$ cat config.mk
export PLATFORM = sky130hd
export DESIGN_NAME = seq_mult_unsigned
export DESIGN_NICKNAME = d
export VERILOG_FILES = /design/src/rtl/seq_mult_pkg.sv /design/src/rtl/seq_mult_unsigned.sv
export SDC_FILE = /design/constraint.sdc
export NUM_CORES = 1
export LEC_CHECK = 0
export ABC_AREA = 0
export CAP_MARGIN = 20
export CORE_MARGIN = 5
export CORE_UTILIZATION = 50
export DETAILED_ROUTE_END_ITERATION = 8
export HOLD_SLACK_MARGIN = 0.15
export PLACE_DENSITY = 0.74
export SETUP_SLACK_MARGIN = 0.1
export SYNTH_ARGS = -nofsm -noshare
export SYNTH_HDL_FRONTEND = slang
export SYNTH_SLANG_ARGS = --single-unit
$ cat constraint.sdc
create_clock -name clk -period 4.27 [get_ports clk]
set_input_delay 1.0675 -clock clk [delete_from_list [all_inputs] [get_ports clk]]
set_output_delay 1.0675 -clock clk [all_outputs]
set_load 0.02 [all_outputs]
$ cat src/rtl/seq_mult_pkg.sv
// Shared types and sizing helpers for the iterative shift-add multiplier.
package seq_mult_pkg;

  typedef enum logic [1:0] {
    IDLE = 2'd0,
    RUN  = 2'd1,
    DONE = 2'd2
  } state_t;

  // Step counter must hold WIDTH-1 with one bit of headroom.
  function automatic int cnt_width(input int w);
    return $clog2(w) + 1;
  endfunction

endpackage

$ cat src/rtl/seq_mult_unsigned.sv
// Iterative unsigned shift-add multiplier, one partial product per clock, valid/ready on both sides.
// Optional SEQ_MULT_EARLY_TERM_EN: finish as soon as the remaining multiplier bits are all zero.
module seq_mult_unsigned
  import seq_mult_pkg::*;
#(
  parameter int WIDTH = 8
) (
  input  logic                 clk,
  input  logic                 rst,
  input  logic                 in_valid,
  output logic                 in_ready,
  input  logic [WIDTH-1:0]     a,
  input  logic [WIDTH-1:0]     b,
  output logic                 out_valid,
  input  logic                 out_ready,
  output logic [2*WIDTH-1:0]   product
);

  localparam int CW = cnt_width(WIDTH);
  localparam int PW = 2 * WIDTH;

  state_t           state;
  logic [PW-1:0]    mcand;
  logic [PW-1:0]    acc;
  logic [WIDTH-1:0] mplr;
  logic [CW-1:0]    cnt;

  logic [PW-1:0]    acc_nxt;
  logic             last;

  always_comb begin
    acc_nxt = mplr[0] ? acc + mcand : acc;
`ifdef SEQ_MULT_EARLY_TERM_EN
    last = (cnt == CW'(WIDTH - 1)) || (mplr[WIDTH-1:1] == '0);
`else
    last = (cnt == CW'(WIDTH - 1));
`endif
  end

  always_ff @(posedge clk) begin
    if (rst) begin
      state     <= IDLE;
      in_ready  <= 1'b1;
      out_valid <= 1'b0;
      product   <= '0;
      mcand     <= '0;
      mplr      <= '0;
      acc       <= '0;
      cnt       <= '0;
    end else begin
      case (state)
        IDLE: begin
          if (in_valid) begin
            mcand    <= {{WIDTH{1'b0}}, a};
            mplr     <= b;
            acc      <= '0;
            cnt      <= '0;
            in_ready <= 1'b0;
            state    <= RUN;
          end
        end
        RUN: begin
          acc   <= acc_nxt;
          mcand <= mcand << 1;
          mplr  <= mplr >> 1;
          cnt   <= cnt + CW'(1);
          // product only moves here, so it is stable through DONE and IDLE
          if (last) begin
            product   <= acc_nxt;
            out_valid <= 1'b1;
            state     <= DONE;
          end
        end
        DONE: begin
          if (out_ready) begin
            out_valid <= 1'b0;
            in_ready  <= 1'b1;
            state     <= IDLE;
          end
        end
        default: begin
          out_valid <= 1'b0;
          in_ready  <= 1'b1;
          state     <= IDLE;
        end
      endcase
    end
  end

endmodule

; Yosys cells after proc, flatten, opt, wreduce, memory -nomap -nowiden
; Cells that the tools add are included.
[totals]
register_bits = 64
latchBits = 0
ram_bits = 0
rom_bits = 0
in_bits = 20
elab_cells = 44
memories = 0
[classes]
addsub = 2
multipliers = 0
div = 0
magnitude_cmp = 0
n_eq_ne = 6
shifts = 0
n_mux = 19
bitwise_logic = 2
n_reduce_logical = 7
[ops]
columns = op, count
row1 = one-hot mux 16 bit (2 select lines), 2
row2 = two-way mux 16 bit, 3
row3 = adder 16 bit, 1
row4 = one-hot mux 8 bit (2 select lines), 1
row5 = AND reduction 3 bit, 3
row6 = two-way mux 8 bit, 1
row7 = one-hot mux 4 bit (2 select lines), 1
row8 = two-way mux 2 bit, 3
row9 = != test 2 bit (second input constant), 3
row10 = one-hot mux 1 bit (3 select lines), 2
row11 = one-hot mux 2 bit (3 select lines), 1
row12 = adder 4 x 1 -> 4 bit (second input constant), 1
row13 = == test 4 x 3 -> 1 bit (second input constant), 1
row14 = two-way mux 1 bit, 4
row15 = two-way mux 4 bit, 1
row16 = AND reduction 2 bit, 2
row17 = == test 2 x 1 -> 1 bit (second input constant), 1
row18 = == test 2 bit (second input constant), 1
row19 = logical NOT 2 bit, 1
row20 = NOT 1 bit, 2
row21 = nonzero test 2 bit, 1

; Longest topological paths before layout
; Gate-level depths: netlist of run 1.
[logic_depth]
ltp_word = 3
mapped_depth = 8
ltp_nobuf = 8

; Worst setup path before layout of run 1
; No wires, ideal clock.
[synth_timing]
path_kind = reg-to-reg
from = register mcand[0]
to = register acc[14]
setup_time_ps = 117
t_arrival_ps = 2193
t_required_ps = 4153
setup_slack_ps = 1960
path_stages_with_launch = 9
period_less_slack_ps = 2310
cell_sequence = dfxtp_1 ha_1 fa_1 a21oi_1 o211a_1 o22ai_1 o211a_1 or3_1 a32o_1
[synth_via]
elab_chain_cells = 3
[synth_rtl]
columns = item, line
row1 = start: declaration, seq_mult_unsigned.sv:23  ; logic [PW-1:0] mcand;
row2 = start signal: assignment, seq_mult_unsigned.sv:54  ; mcand <= {{WIDTH{1'b0}}, a};
row3 = start signal: assignment, seq_mult_unsigned.sv:64  ; mcand <= mcand << 1;
row4 = adder 16 bit, seq_mult_unsigned.sv:32  ; acc_nxt = mplr[0] ? acc + mcand : acc;
row5 = two-way mux 16 bit, seq_mult_unsigned.sv:32
row6 = one-hot mux 16 bit (2 select lines), seq_mult_unsigned.sv:51  ; case (state)
row7 = end signal: assignment, seq_mult_unsigned.sv:63  ; acc <= acc_nxt;
row8 = end: declaration, seq_mult_unsigned.sv:24  ; logic [PW-1:0] acc;
; No other way between the ends.
; A chain may end at the register's enable or synchronous reset.

==> flow_metrics.env, run 1 <==
export IMPL_antenna_found_initial=0
export IMPL_antenna_left=0
export IMPL_remaining_drc_errors=0
export IMPL_cp_end_kind="flop"
export IMPL_ys_seq_area_share_pct=36.6
export IMPL_hold_violations=0
export IMPL_setup_tns_ns=0
export IMPL_die_area_um2=8780
export IMPL_dp_worst_setup_slack_ns=1.19
export IMPL_synth_top_cells_by_area="dfxtp_1 (37%), ha_1 (5.7%), a21oi_1 (5.4%), nor2_1 (5.3%), o221a_2 (4.8%)"
export IMPL_port_buffers=37
export IMPL_fillCellCount=613
export IMPL_synth_ff_type="dfxtp_1"
export IMPL_clock_path_buffers=2
export IMPL_clock_fmax_ghz=0.372
export IMPL_post_cts_repair_setup_buffers=0
export IMPL_routed_wl_um=8420
export IMPL_status="completed"
export IMPL_p_leak_nw=1.62
export IMPL_synth_edff_count=0
export IMPL_min_path_type="reg2reg"
export IMPL_htreeDepth=3
export IMPL_cts_sinks=64
export IMPL_clock_latency_ns=0.36
export IMPL_yosys_register_bits=64
export IMPL_gr_usage_met1_pct=26.6
export IMPL_synth_top_area_cell="dfxtp_1"
export IMPL_vias=3138
export IMPL_design_area_um2=4100
export IMPL_cp_start_kind="input pin"
export IMPL_vdd_drop_max_v=0.000243
export IMPL_cts_tree="done"
export IMPL_post_dp_cell_area_um2=3920
export IMPL_drv_slew=0
export IMPL_cts_resized=0
export IMPL_die_w_um=93.7
export IMPL_async_reset_ff_share_pct=0
export IMPL_clock_skew_ns=0.00808
export IMPL_met2_usage_pct=31.8
export IMPL_vias_per_cell=5.84
export IMPL_numCtsBuffers=9
export IMPL_synthToLayoutAreaGrowth_pct=17.0
export IMPL_rows=30
export IMPL_yosysTopAreaCellShare_pct=36.6
export IMPL_layout_nets=473
export IMPL_p_per_area_nw_per_um2=303
export IMPL_rsz0062_at_grt="no"
export IMPL_final_cell_mix="dfxtp_1 (64), nor2_1 (49), a21oi_1 (38), clkdlybuf4s50_1 (37), nand2_1 (27)"
export IMPL_grt_pass1_vias=2914
export IMPL_n_antenna_cell=0
export IMPL_syn_cell_area_um2=3500
export IMPL_clk_pin_slew_ns=0.07
export IMPL_place_congestion=0.882
export IMPL_final_common_cell="dfxtp_1"
export IMPL_fin_crit_ns=2.69
export IMPL_path_class="in2reg"
export IMPL_first_pass_iters=5
export IMPL_ctsHoldBuffers=0
export IMPL_hpwl_um=5850
export IMPL_finalWorstSetupSlack_ns=1.58
export IMPL_cp_required_ns=4.52
export IMPL_grt_pass1_wl_um=14000
export IMPL_cts_root_buf="clkbuf_8"
export IMPL_synth_cell_type_count=62
export IMPL_die_y_um=93.7
export IMPL_layout_drive_gt1_share_pct=12.0
export IMPL_max_slew_margin_pct=43.4
export IMPL_core_area_um2=6790
export IMPL_syn_num_nets=445
export IMPL_busiest_layer="met2"
export IMPL_cp_max_fo=28
export IMPL_avgSynthCellArea_um2=8.58
export IMPL_synthCells=408
export IMPL_grt_overflow=0
export IMPL_worst_slew_pin_slew_ns=0.843
export IMPL_wl_per_cell_um=15.7
export IMPL_gr_usage_all_layers_pct=20.0
export IMPL_setup_viol_count_final=0
export IMPL_yosys_warnings=0
export IMPL_period_share_pct=62.9
export IMPL_use_met3_pct=6.25
export IMPL_worstPathArrival_ns=2.93
export IMPL_drtIter0Drc=175
export IMPL_start_util_pct=51.5
export IMPL_drv_cap=0
export IMPL_ios=38
export IMPL_grt_max_degree=40
[cell usage after synthesis (all sizes together) (8+ instances only)]
cell	n
o221a	15
nor3	11
nor2b	16
a31oi	8
o21ai	17
a22oi	17
nand2	27
dfxtp	64
nor2	49
clkbuf	24
a21oi	40
ha	16
[final cells by class]
class | instances | area, um^2 | share of cell area (%)
Clock inverter | 7 | 48.8 | 1.19
Timing Repair Buffer | 44 | 423 | 10.3
Clock buffer | 9 | 124 | 3.02
Tap cell | 96 | 120 | 2.93
Sequential cell | 64 | 1280 | 31.3
Multi-Input combinational cell | 309 | 2070 | 50.5
Inverter | 8 | 30.0 | 0.733
[power by group]
part / internal (mW) / total [mW] / switching [mW] / leakage [nW]
combinational: 0.0672 / 0.148 / 0.0812 / 1.02
clock: 0.208 / 0.462 / 0.253 / 0.0772
sequential: 0.615 / 0.632 / 0.0174 / 0.520
[registers in the layout, summed over array words and instances, names as in the netlist]
| register | count |
|---|---|
| cnt | 4 |
| mplr | 8 |
| in_ready | 1 |
| out_valid | 1 |
| state | 2 |
| mcand | 16 |
| product | 16 |
| acc | 16 |
[final timing paths]
path,start,endpoint,slack [ns],cells after the start
worst max-delay path,rst,acc[13],1.58,4
worst min-delay path,out_valid,out_valid,0.47,2
worst max register to register,mcand[0],acc[14],1.69,8
worst min register to register,out_valid,out_valid,0.47,2
[cells by family (layout without fill, tap and decap cells)]
family          after synthesis  count (layout)  synth area share, %
compound gates              135             135                 28.2
xor+xnor                      9               9                 2.25
fa+ha+maj                    17              17                 6.29
buf+inv                      35              68                 4.32
flops                        64              64                 36.6
mux                           9               9                 2.64
simple gates                139             139                 19.7
[worst max-delay path, stage by stage]
cell             delay (ns)
clkdlybuf4s50_1        0.48
clkinv_1               0.67
and2_1                 0.46
a22o_1                 0.25
[per-layer routing]
layer | share of wire (%) | up-vias | wire, um
li1 | - | 1566 | -
met1 | 48 | 1488 | 4020
met2 | 46 | 75 | 3900
met3 | 5.2 | 9 | 440
met4 | 0.72 | 0 | 61
met5 | 0 | - | 0
[stage by stage]
stage | power [mW] | util [%] | hold slack (ns) | cells
after global routing | 1.30 | 60.3 | 0.489 | 537
after CTS | 1.25 | 60.3 | 0.464 | 537
after detailed placement | 0.793 | 57.8 | 0.450 | 521
final | 1.24 | 60.3 | 0.466 | 537
after global placement | 0.790 | 57.8 | 0.445 | 521
after floorplan | 0.745 | - | 0.449 | 408
Note: power is estimated with default switching activity, not from simulation.
==> run 2: changes to the inputs <==
PLACE_DENSITY = 0.77   (was 0.74)
clock period = 2.2 ns   (was 4.27 ns; I/O delays follow)
==> run 2 against run 1 <==
The flow now finishes with violations (negative setup slack). Global-route usage rose by 2.1 points. Largest cell class unchanged. Critical endpoint is now acc[14]. Critical path type is now reg2reg. Sequential power rose by 95%. Non-clock buffer count increased by 31. Flip-flop and latch count unchanged.
==> flow_metrics.env, run 2 (synthesis results as in run 1) <==
export IMPL_status="finished with violations"
export IMPL_violations="negative setup slack"
export IMPL_clock_fmax_ghz=0.451
export IMPL_gr_usage_all_layers_pct=22.1
export IMPL_ctsHoldBuffers=0
export IMPL_clock_skew_ns=0.00742
export IMPL_clock_path_buffers=2
export IMPL_max_slew_margin_pct=54.0
export IMPL_final_cell_mix="nor2_1 (49), dfxtp_1 (49), buf_4 (38), clkdlybuf4s50_1 (37), a21oi_1 (33)"
export IMPL_worst_slew_pin_slew_ns=0.685
export IMPL_clock_latency_ns=0.35
export IMPL_clk_pin_slew_ns=0.07
export IMPL_critPathMaxStageDelay_ns=0.34
export IMPL_instances_no_fill=567
export IMPL_fin_crit_ns=2.22
export IMPL_hold_violations=0
export IMPL_p_leak_nw=1.82
export IMPL_crit_path_cell_trace="ha_4, fa_2, a21oi_2, o211a_1, o22ai_2, o211a_1, or3_1, a32o_1"
export IMPL_cp_required_ns=2.44
export IMPL_antenna_left=0
export IMPL_layout_nets=504
export IMPL_cp_end_kind="flop"
export IMPL_place_inst=542
export IMPL_finalPower_mw=2.73
export IMPL_cts_tree="done"
export IMPL_cp_max_fo=4
export IMPL_crit_slowest_cell="dfxtp_2"
export IMPL_hold_ws_ns=0.460
export IMPL_setup_viol_count_final=1
export IMPL_rows=30
export IMPL_antenna_found_initial=0
export IMPL_path_class="reg2reg"
export IMPL_layout_drive_gt1_share_pct=25.5
export IMPL_vias_per_cell=5.93
export IMPL_routed_wl_um=9430
export IMPL_drv_slew=0
export IMPL_htreeDepth=3
export IMPL_final_core_util_pct=67.6
export IMPL_remaining_drc_errors=0
export IMPL_cpMostUsedCell="o211a_1"
export IMPL_first_pass_iters=5
export IMPL_worstPathArrival_ns=2.46
export IMPL_cts_sinks=64
export IMPL_vias=3364
export IMPL_p_per_area_nw_per_um2=594
export IMPL_ios=38
export IMPL_setup_tns_ns=-0.0195
export IMPL_start_util_pct=51.5
export IMPL_vdd_drop_max_v=0.000336
export IMPL_grt_pass1_wl_um=15300
export IMPL_die_area_um2=8780
export IMPL_dp_worst_setup_slack_ns=-0.0703
export IMPL_cp_start_kind="flop"
export IMPL_wl_per_cell_um=16.6
export IMPL_place_congestion=0.915
export IMPL_grt_max_degree=22
export IMPL_cts_root_buf="clkbuf_8"
export IMPL_rsz0062_at_grt="yes"
export IMPL_core_area_um2=6790
export IMPL_synthToLayoutAreaGrowth_pct=31.0
export IMPL_finalWorstSetupSlack_ns=-0.0195
export IMPL_n_antenna_cell=0
export IMPL_reg_top3="acc: 16 flops, mcand: 16 flops, product: 16 flops"
export IMPL_drv_cap=0
export IMPL_grt_overflow=0
export IMPL_post_dp_cell_area_um2=4200
export IMPL_design_area_um2=4590
export IMPL_grt_pass1_vias=3173
export IMPL_die_y_um=93.7
export IMPL_die_w_um=93.7
export IMPL_period_share_pct=101
export IMPL_min_path_type="reg2reg"
export IMPL_numCtsBuffers=9
export IMPL_drtIter0Drc=204
export IMPL_port_buffers=37
export IMPL_hpwl_um=6540
## run 2: cell types whose count changed in the layout (fill, tap and decap cells not counted), sizes merged
cell	before	now
buf	7	38
bufinv	0	2
clkbuf	9	12
clkinv	4	2
clkinvlp	4	0
## run 2: critical path, delay by kind of cell (launching register included)
family,cells,cell delay (ns)
compound gates,5,0.94
fa+ha+maj,2,0.51
flops,1,0.34
simple gates,1,0.30
## run 2: what timing repair did
item	4_1_cts	5_1_grt
buffers inserted	9	1
cloned	0	0
gates resized for setup	17	8
endpoints found under the setup margin	8	11
hold endpoints to repair	0	0
pin swaps	16	4
## run 2: layer usage
layer	vias to the layer above	wire, um	global-route usage (%)
li1	1633	-	-
met5	-	0	0
met4	0	239	10.8
met1	1594	4270	28.7
met3	23	541	4.25
met2	114	4380	35.1
## run 2: cell type report
cell class | instances | area [um^2]
clock buffer | 12 | 155
clock inverter | 3 | 65.1
fill | 548 | 2200
inverter | 8 | 30.0
multi-input combinational | 309 | 2260
sequential | 64 | 1310
tap | 96 | 120
timing repair buffer | 75 | 656
## run 2: final timing paths
check        startpoint         end  slack (ns)  cells past startpoint
max              acc[0]     acc[14]       -0.02                      8
max reg2reg      acc[0]     acc[14]       -0.02                      8
min          product[2]  product[2]        0.46                      2
min reg2reg  product[2]  product[2]        0.46                      2
## run 2: report_power, final
part / switching (mW) / total, mW / internal (mW)
logic: 0.185 / 0.357 / 0.171
clock network: 0.443 / 1.13 / 0.692
registers: 0.0385 / 1.23 / 1.20
total: 0.666 / 2.73 / 2.06
